$ cat src/rtl/icache_axi_refill_bridge.sv
// icache_axi_refill_bridge
//   Memory-side responder for the icache line-refill port. Takes one line read
//   request, issues a single AXI4 INCR burst (BEATS x DATA_WIDTH), packs the
//   returned beats into one line and hands it back with a one-cycle valid pulse.
//   Only one request is outstanding at a time.
//
//   state | meaning
//   ------+------------------------------------------------------------
//   IDLE  | ready for a new line request; R channel not acknowledged
//   AR    | arvalid asserted with stable araddr, waiting for arready
//   RECV  | accepting R beats with matching rid into line slots
//   RET   | mem_return_en pulse; line data and error flag valid
//
// Ports
//   clk, rst_n                 clock, async active-low reset
//   icache_read_req/addr       line request (level) and byte address
//   mem_ready_to_read          bridge idle
//   mem_read_addr_ok           one-cycle accept pulse
//   mem_return_en/data/err     one-cycle line return, packed line, burst error
//   arid..arvalid, arready     AXI AR channel
//   rid..rvalid, rready        AXI R channel
module icache_axi_refill_bridge #(
   parameter int DATA_WIDTH = 32,
   parameter int BEATS      = 8,
   parameter int ID_WIDTH   = 4,
   parameter int ARID_VAL   = 0
) (
   input  logic                         clk,
   input  logic                         rst_n,
   input  logic                         icache_read_req,
   input  logic [31:0]                  icache_read_addr,
   output logic                         mem_ready_to_read,
   output logic                         mem_read_addr_ok,
   output logic                         mem_return_en,
   output logic [DATA_WIDTH*BEATS-1:0]  mem_return_data,
   output logic                         mem_return_err,
   output logic [ID_WIDTH-1:0]          arid,
   output logic [31:0]                  araddr,
   output logic [7:0]                   arlen,
   output logic [2:0]                   arsize,
   output logic [1:0]                   arburst,
   output logic                         arvalid,
   input  logic                         arready,
   input  logic [ID_WIDTH-1:0]          rid,
   input  logic [DATA_WIDTH-1:0]        rdata,
   input  logic [1:0]                   rresp,
   input  logic                         rlast,
   input  logic                         rvalid,
   output logic                         rready
);

   localparam int LINE_WIDTH = DATA_WIDTH * BEATS;
   localparam int CNT_W      = (BEATS > 1) ? $clog2(BEATS) : 1;
   localparam int OFF_W      = $clog2(LINE_WIDTH / 8);
   localparam logic [CNT_W-1:0]    LAST_BEAT = CNT_W'(BEATS - 1);
   localparam logic [31:0]         LINE_MASK = ~((32'd1 << OFF_W) - 32'd1);
   localparam logic [ID_WIDTH-1:0] ID_C      = ID_WIDTH'(ARID_VAL);

   typedef enum logic [1:0] {
      ST_IDLE = 2'd0,
      ST_AR   = 2'd1,
      ST_RECV = 2'd2,
      ST_RET  = 2'd3
   } state_t;

   state_t                 state_q, state_d;
   logic [31:0]            araddr_q, araddr_d;
   logic                   addr_ok_q, addr_ok_d;
   logic [CNT_W-1:0]       cnt_q, cnt_d;
   logic                   err_q, err_d;
   logic [LINE_WIDTH-1:0]  line_q, line_d;
   logic                   beat_fire;

   always_ff @(posedge clk or negedge rst_n) begin
      if (!rst_n) begin
         state_q   <= ST_IDLE;
         araddr_q  <= '0;
         addr_ok_q <= 1'b0;
         cnt_q     <= '0;
         err_q     <= 1'b0;
         line_q    <= '0;
      end else begin
         state_q   <= state_d;
         araddr_q  <= araddr_d;
         addr_ok_q <= addr_ok_d;
         cnt_q     <= cnt_d;
         err_q     <= err_d;
         line_q    <= line_d;
      end
   end

   // Beats from another ID belong to someone else; they are never acknowledged.
   assign rready    = (state_q == ST_RECV) && (rid == ID_C);
   assign beat_fire = rready && rvalid;

   always_comb begin
      state_d   = state_q;
      araddr_d  = araddr_q;
      addr_ok_d = 1'b0;
      cnt_d     = cnt_q;
      err_d     = err_q;
      line_d    = line_q;
      case (state_q)
         ST_IDLE: begin
            if (icache_read_req) begin
               araddr_d  = icache_read_addr & LINE_MASK;
               addr_ok_d = 1'b1;
               state_d   = ST_AR;
            end
         end
         ST_AR: begin
            if (arready) state_d = ST_RECV;
         end
         ST_RECV: begin
            if (beat_fire) begin
               line_d[cnt_q*DATA_WIDTH +: DATA_WIDTH] = rdata;
               if (rresp != 2'b00) err_d = 1'b1;
               // rlast must appear exactly on the final beat
               if (rlast != (cnt_q == LAST_BEAT)) err_d = 1'b1;
               if (cnt_q == LAST_BEAT) state_d = ST_RET;
               else                    cnt_d   = cnt_q + 1'b1;
            end
         end
         ST_RET: begin
            state_d = ST_IDLE;
            err_d   = 1'b0;
            cnt_d   = '0;
         end
         default: state_d = ST_IDLE;
      endcase
   end

   assign mem_ready_to_read = (state_q == ST_IDLE);
   assign mem_read_addr_ok  = addr_ok_q;
   assign mem_return_en     = (state_q == ST_RET);
   assign mem_return_err    = (state_q == ST_RET) && err_q;
   assign mem_return_data   = line_q;

   assign arid    = ID_C;
   assign araddr  = araddr_q;
   assign arlen   = 8'(BEATS - 1);
   assign arsize  = 3'($clog2(DATA_WIDTH / 8));
   assign arburst = 2'b01;
   assign arvalid = (state_q == ST_AR);

endmodule

$ cat config.mk
export PLATFORM = sky130hd
export DESIGN_NAME = icache_axi_refill_bridge
export DESIGN_NICKNAME = d
export VERILOG_FILES = /design/src/rtl/icache_axi_refill_bridge.sv
export SDC_FILE = /design/constraint.sdc
export NUM_CORES = 1
export LEC_CHECK = 0
export BUFFER_PORTS_ARGS = -buffer_cell sky130_fd_sc_hd__buf_2
export CAP_MARGIN = 10
export CORE_ASPECT_RATIO = 1.2
export CORE_MARGIN = 4
export CORE_UTILIZATION = 51
export CTS_CLUSTER_DIAMETER = 150
export DETAILED_ROUTE_END_ITERATION = 10
export PLACE_DENSITY = 0.8
export RECOVER_POWER = 25
export REMOVE_ABC_BUFFERS = 1
export SYNTH_ARGS = -nofsm -noshare
export SYNTH_HDL_FRONTEND = slang
export SYNTH_SLANG_ARGS = --single-unit
export TNS_END_PERCENT = 100
$ cat constraint.sdc
create_clock -name clk -period 3.2 [get_ports clk]
set_clock_uncertainty 0.1 [all_clocks]
set_input_delay 0.32 -clock clk [delete_from_list [all_inputs] [get_ports clk]]
set_output_delay 0.32 -clock clk [all_outputs]
set_load 0.02 [all_outputs]
==> impl_metrics.ini, run 1 <==
[cells_and_area]
drive_gt1_frac = 0.481
syn2layout_area_growth_pct = 30.4
multi_input_area_um2 = 4310
fin_nets = 1386
n_antenna_cell = 0
fillers = 1686
seq_area_um2 = 7260

[yosys]
synthArstFlopShare = 1.00
synth_edf_count = 0
synthAdderAreaFrac = 0.0125
synth_simple_gate_area_share = 0.0800
synth.area.mux_share = 0.237
ys_ff_latch = 290
ys_types = 39
synth_xor_area_frac = 0.000727
synth-compound-area-share = 0.0185
yosys_most_used_dff = dfrtp_1
ys_seq_area_frac = 0.603
synth_top_family_by_area = multiplexers
synthesis.area_um2 = 12000
syn_inst = 865
yosys_warnings = 0
syn_avg_cell_area_um2 = 13.9

[die]
initial_core_util = 0.519
coreArea_um2 = 23200
die-area_um2 = 26100
row_count = 61
die_h_um = 176
ios = 387
die_x_um = 148

[setup_path]
startpoint_type = register
arrival_ns = 3.18
end_kind = register
worstReg2RegStart = cnt_q[0]
critPathLaunch = cnt_q[0]
required_ns = 3.51
criticalPathCategory = reg -> reg
path_max_fanout = 17

[clocking]
clk_pin_slew_ns = 0.06
cts_buffers = 29
cts_tree = yes
root_buffer = clkbuf_16
cts_resized = 0
cts_buffer_depth = 3
clock_latency_ns = 0.53
htreeDepth = 1
clkSinkCount = 290

[route]
vias = 8463
drc = 0
drt_iter0_drc = 295
drtPass1Iterations = 5
vias_per_cell = 5.18
ant_nets = 0
wire_per_inst_um = 20.4
wirelength_um = 33300

[global_routing]
grtUsageMet1 = 0.291
grt_usage = 0.252
grt_pass1_wl_um = 51700
use_met2 = 0.448
use_met3 = 0.0614
grt-busiest-layer = met2
grt_max_degree = 81
grt_pass1_vias = 9371
antenna_found_initial = 0
globalRoute.totalOverflow = 0

[sta]
rsz0062_at_grt = false
hold_viol = 0
relSlewSlack = -0.427
tightest_slew_ns = 2.14
setup-violations-final = 0
fin_crit_ns = 2.86
fin_crit_sh = 0.894
hold_ws_ns = 0.171
fmax_mhz = 349
slew_violations = 79
fin_ws_ns = 0.338

[place]
gp_congestion = 0.799
dp_slack_ns = 0.334
hpwl_um = 23200
io_buffer_count = 359

[worst_hold_path]
hold_class = in -> reg
worstHoldStart = icache_read_req

[run_status]
status = finished with violations
violations = max-capacitance violations, max-slew violations

[run]
maxCapViolCount = 1

[power]
p_per_area_nw_per_um2 = 602
vdd.ir_drop.worst_mv = 0.705
cellLeakagePower_nw = 8.78
==> metrics by stage <==
stage,power [mW],cell area (µm²),std cells,setup TNS (ns),util
after CTS,9.50,15700,1633,0,0.677
after global routing,9.84,15700,1633,0,0.676
after detailed placement,6.16,14200,1522,0,0.612
after global placement,6.10,14200,1522,0,0.612
final,9.45,15700,1633,0,0.676
after floorplan,5.43,11700,818,-32.11,-
==> power breakdown <==
part | internal [mW] | switching, mW
Combinational | 0.771 | 1.11
Sequential | 4.07 | 0.228
Clock | 1.89 | 1.39
==> layout by cell type (no fill, tap or decap), types with 2 or more instances in the layout <==
cell / count
buf_2: 358
dfrtp_1: 290
mux2_2: 192
and2_1: 97
mux2_1: 61
dlygate4sd3_1: 60
inv_1: 42
nand3_1: 32
clkbuf_16: 29
o21ai_0: 27
buf_4: 26
conb_1: 22
ha_1: 12
clkbuf_1: 8
nor2_1: 6
clkbuf_8: 6
o21ai_1: 5
clkinv_2: 4
nand2_1: 3
buf_12: 3
nor3b_2: 2
and2_2: 2
nand4_1: 2
a22o_1: 2
inv_6: 2
clkbuf_2: 2
==> Yosys cell counts, types with 2 or more instances <==
cell type	n	area share
dfrtp_1	290	0.60
nand4_1	2	0.0010
buf_6	6	0.0056
nand3_1	32	0.013
mux2_2	192	0.18
buf_4	25	0.016
inv_1	42	0.013
a22o_1	2	0.0015
o21ai_0	27	0.011
nor3_1	2	0.00083
and2_1	99	0.051
nor2_1	6	0.0019
mux2_1	61	0.057
nor3b_1	2	0.0012
conb_1	2	0.00062
buf_2	17	0.0071
clkbuf_1	18	0.0056
nand2_1	4	0.0012
ha_1	12	0.012
o21ai_1	5	0.0021
==> final cells by class <==
type,count,area share
multi-input combinational,486,0.275
sequential,290,0.462
timing repair buffer,449,0.169
inverter,42,0.0100
tap,315,0.0251
clock inverter,8,0.00478
clock buffer,43,0.0534
==> worst max-delay path: stages, from the launching register on <==
cell	delay, ns
dfrtp_1	0.48
inv_1	0.18
ha_1	0.26
ha_1	0.39
nor4b_4	0.36
nand2_2	0.38
buf_12	0.30
mux2_2	0.28
==> sequential cells by signal, indices dropped and copies added (netlist names) <==
name / cells
cnt_q: 3
state_q: 2
err_q: 1
araddr: 27
mem_read_addr_ok: 1
mem_return_data: 256
==> worst paths after layout <==
kind / end / slack (ns) / cells past startpoint
worst max-delay path: mem_return_data[162] / 0.34 / 7
worst min-delay path: state_q[0] / 0.17 / 3
worst max register to register: mem_return_data[162] / 0.34 / 7
worst min register to register: mem_return_data[222] / 0.38 / 1
max in group asynchronous: araddr[10] / 0.56 / 3
min in group asynchronous: araddr[7] / 0.86 / 2
==> what timing repair did <==
item,in CTS,in global routing
endpoints found under the hold margin,161,0
hold buffers,60,0
setup buffers,0,0
==> cell families after synthesis <==
logic type | count (synthesis)
AND/OR/NAND/NOR | 157
AO/OA/AOI/OAI | 40
XOR/XNOR | 1
buffers and inverters | 109
adder cells (fa/ha/maj) | 12
other | 2
flip-flops | 290
multiplexers | 254
==> per-layer routing <==
metal | wire length (µm) | vias up
met5 | 0 | -
met4 | 1530 | 0
met3 | 2400 | 82
met2 | 17000 | 350
met1 | 12400 | 4264
li1 | - | 3767
Note: power is estimated with default switching activity, not from simulation.
==> run 2, diff against run 1 <==
--- a/config.mk
+++ b/config.mk
@@ -14,7 +14,6 @@
 export DETAILED_ROUTE_END_ITERATION = 10
 export PLACE_DENSITY = 0.8
 export RECOVER_POWER = 25
-export REMOVE_ABC_BUFFERS = 1
 export SYNTH_ARGS = -nofsm -noshare
 export SYNTH_HDL_FRONTEND = slang
 export SYNTH_SLANG_ARGS = --single-unit
==> impl_metrics.ini, run 2 (same netlist as run 1, synthesis figures left out) <==
[power]
vdd.ir_drop.worst_mv = 0.573
cellLeakagePower_nw = 8.72
p_per_area_nw_per_um2 = 614

[cells_and_area]
final_cell_mix = 358 x buf_2, 290 x dfrtp_1, 192 x mux2_2, 97 x and2_1, 61 x mux2_1
n_antenna_cell = 0
fin_nets = 1366
syn2layout_area_growth_pct = 29.1
largest_register_ffs = 256
drive_gt1_frac = 0.490
layout_commonest_cell = buf_2

[setup_path]
required_ns = 3.52
criticalPathCategory = reg -> reg
crit_path_cell_trace = inv_1 -> ha_1 -> or4bb_1 -> nor2_1 -> nand4b_1 -> buf_4 -> mux2_2
cp_num_buf_inv = 2
slowest_stage = or4bb_1
crit_family = simple AND/OR/NAND/NOR gates
slowest_delay_ns = 0.59
path_max_fanout = 20
end_kind = register
startpoint_type = register
arrival_ns = 3.13

[place]
io_buffer_count = 359
gp_congestion = 0.785
hpwl_um = 23500

[die]
ios = 387
initial_core_util = 0.519
coreArea_um2 = 23200
die_x_um = 148
row_count = 61
die-area_um2 = 26100
die_h_um = 176

[sta]
hold_ws_ns = 0.0236
slew_violations = 77
fmax_mhz = 355
rsz0062_at_grt = false
relSlewSlack = -0.416
fin_crit_sh = 0.880
fin_crit_ns = 2.81
finalSetupTns_ns = 0
setup-violations-final = 0
hold_viol = 0
tightest_slew_ns = 2.12

[clocking]
post_cts_buffers = 0
cts_tree = yes
root_buffer = clkbuf_16
cts_buffer_depth = 3
cts_resized = 0
htreeDepth = 1
clkSinkCount = 290
clk_pin_slew_ns = 0.06
clock_latency_ns = 0.54
cts_buffers = 28

[route]
ant_nets = 0
vias = 8380
wire_per_inst_um = 20.9
drc = 0
vias_per_cell = 5.20
drt_iter0_drc = 242
wirelength_um = 33700
drtPass1Iterations = 6

[global_routing]
grt_max_degree = 80
grt_pass1_wl_um = 51900
antenna_found_initial = 0
grt_usage = 0.255
grt_pass1_vias = 9226
globalRoute.totalOverflow = 0

[worst_hold_path]
hold_class = in -> reg

[run_status]
violations = max-capacitance violations, max-slew violations
status = finished with violations

[run]
maxCapViolCount = 1
run 2: cell count changes in the layout (fill, tap and decap cells not counted), moves of 2 or more:
cell / delta
dlygate4sd3_1: -19
buf_4: -2
clkbuf_1: -4
inv_6: -2
clkbuf_8: +2
clkinv_2: +3
run 2: layer usage:
layer,vias to the layer above,GRT usage,wire length [µm]
met1,4266,0.294,12600
met4,0,0.0901,1240
li1,3730,-,-
met5,-,0,0
met2,307,0.468,17800
met3,77,0.0537,2130
run 2: final cells by class:
cell class	instances	area, µm²
Clock buffer	40	847
Clock inverter	9	95.1
Fill cell	1741	7660
Inverter	42	158
Multi-Input combinational cell	486	4310
Sequential cell	290	7260
Tap cell	315	394
Timing Repair Buffer	430	2480
run 2: path summary, 6_finish.rpt:
path	from	end	slack (ns)	cells after the start
worst min register to register	mem_return_data[212]	mem_return_data[212]	0.38	1
worst max register to register	cnt_q[0]	mem_return_data[9]	0.39	7
worst max-delay path	cnt_q[0]	mem_return_data[9]	0.39	7
min in group asynchronous	rst_n	araddr[22]	0.85	2
max in group asynchronous	rst_n	mem_read_addr_ok	0.65	3
worst min-delay path	rdata[19]	mem_return_data[147]	0.02	3
run 2: worst register-to-register path, cell delays in order, from the launching register on:
cell and delay (ns):
dfrtp_1 0.48, inv_1 0.19, ha_1 0.43, or4bb_1 0.59, nor2_1 0.11, nand4b_1 0.19
buf_4 0.29, mux2_2 0.33
run 2: what timing repair did:
item,4_1_cts,5_1_grt
endpoints found under the setup margin,0,0
hold buffers,41,0
endpoints found under the hold margin,120,0
run 2: report_power, final:
part / switching [mW] / internal (mW) / total, mW
clock network: 1.37 / 1.99 / 3.36
registers: 0.215 / 4.07 / 4.28
logic: 1.14 / 0.757 / 1.90
run 2: stage by stage:
stage / worst slack, ns / area [µm²] / power (mW) / utilization / instances
after floorplan: 0.706 / 12100 / 5.46 / - / 885
after global placement: 0.432 / 14200 / 6.13 / 0.612 / 1522
after detailed placement: 0.407 / 14200 / 6.20 / 0.612 / 1522
after CTS: 0.380 / 15600 / 9.61 / 0.671 / 1612
after global routing: 0.225 / 15500 / 9.91 / 0.670 / 1612
final: 0.385 / 15500 / 9.54 / 0.670 / 1612
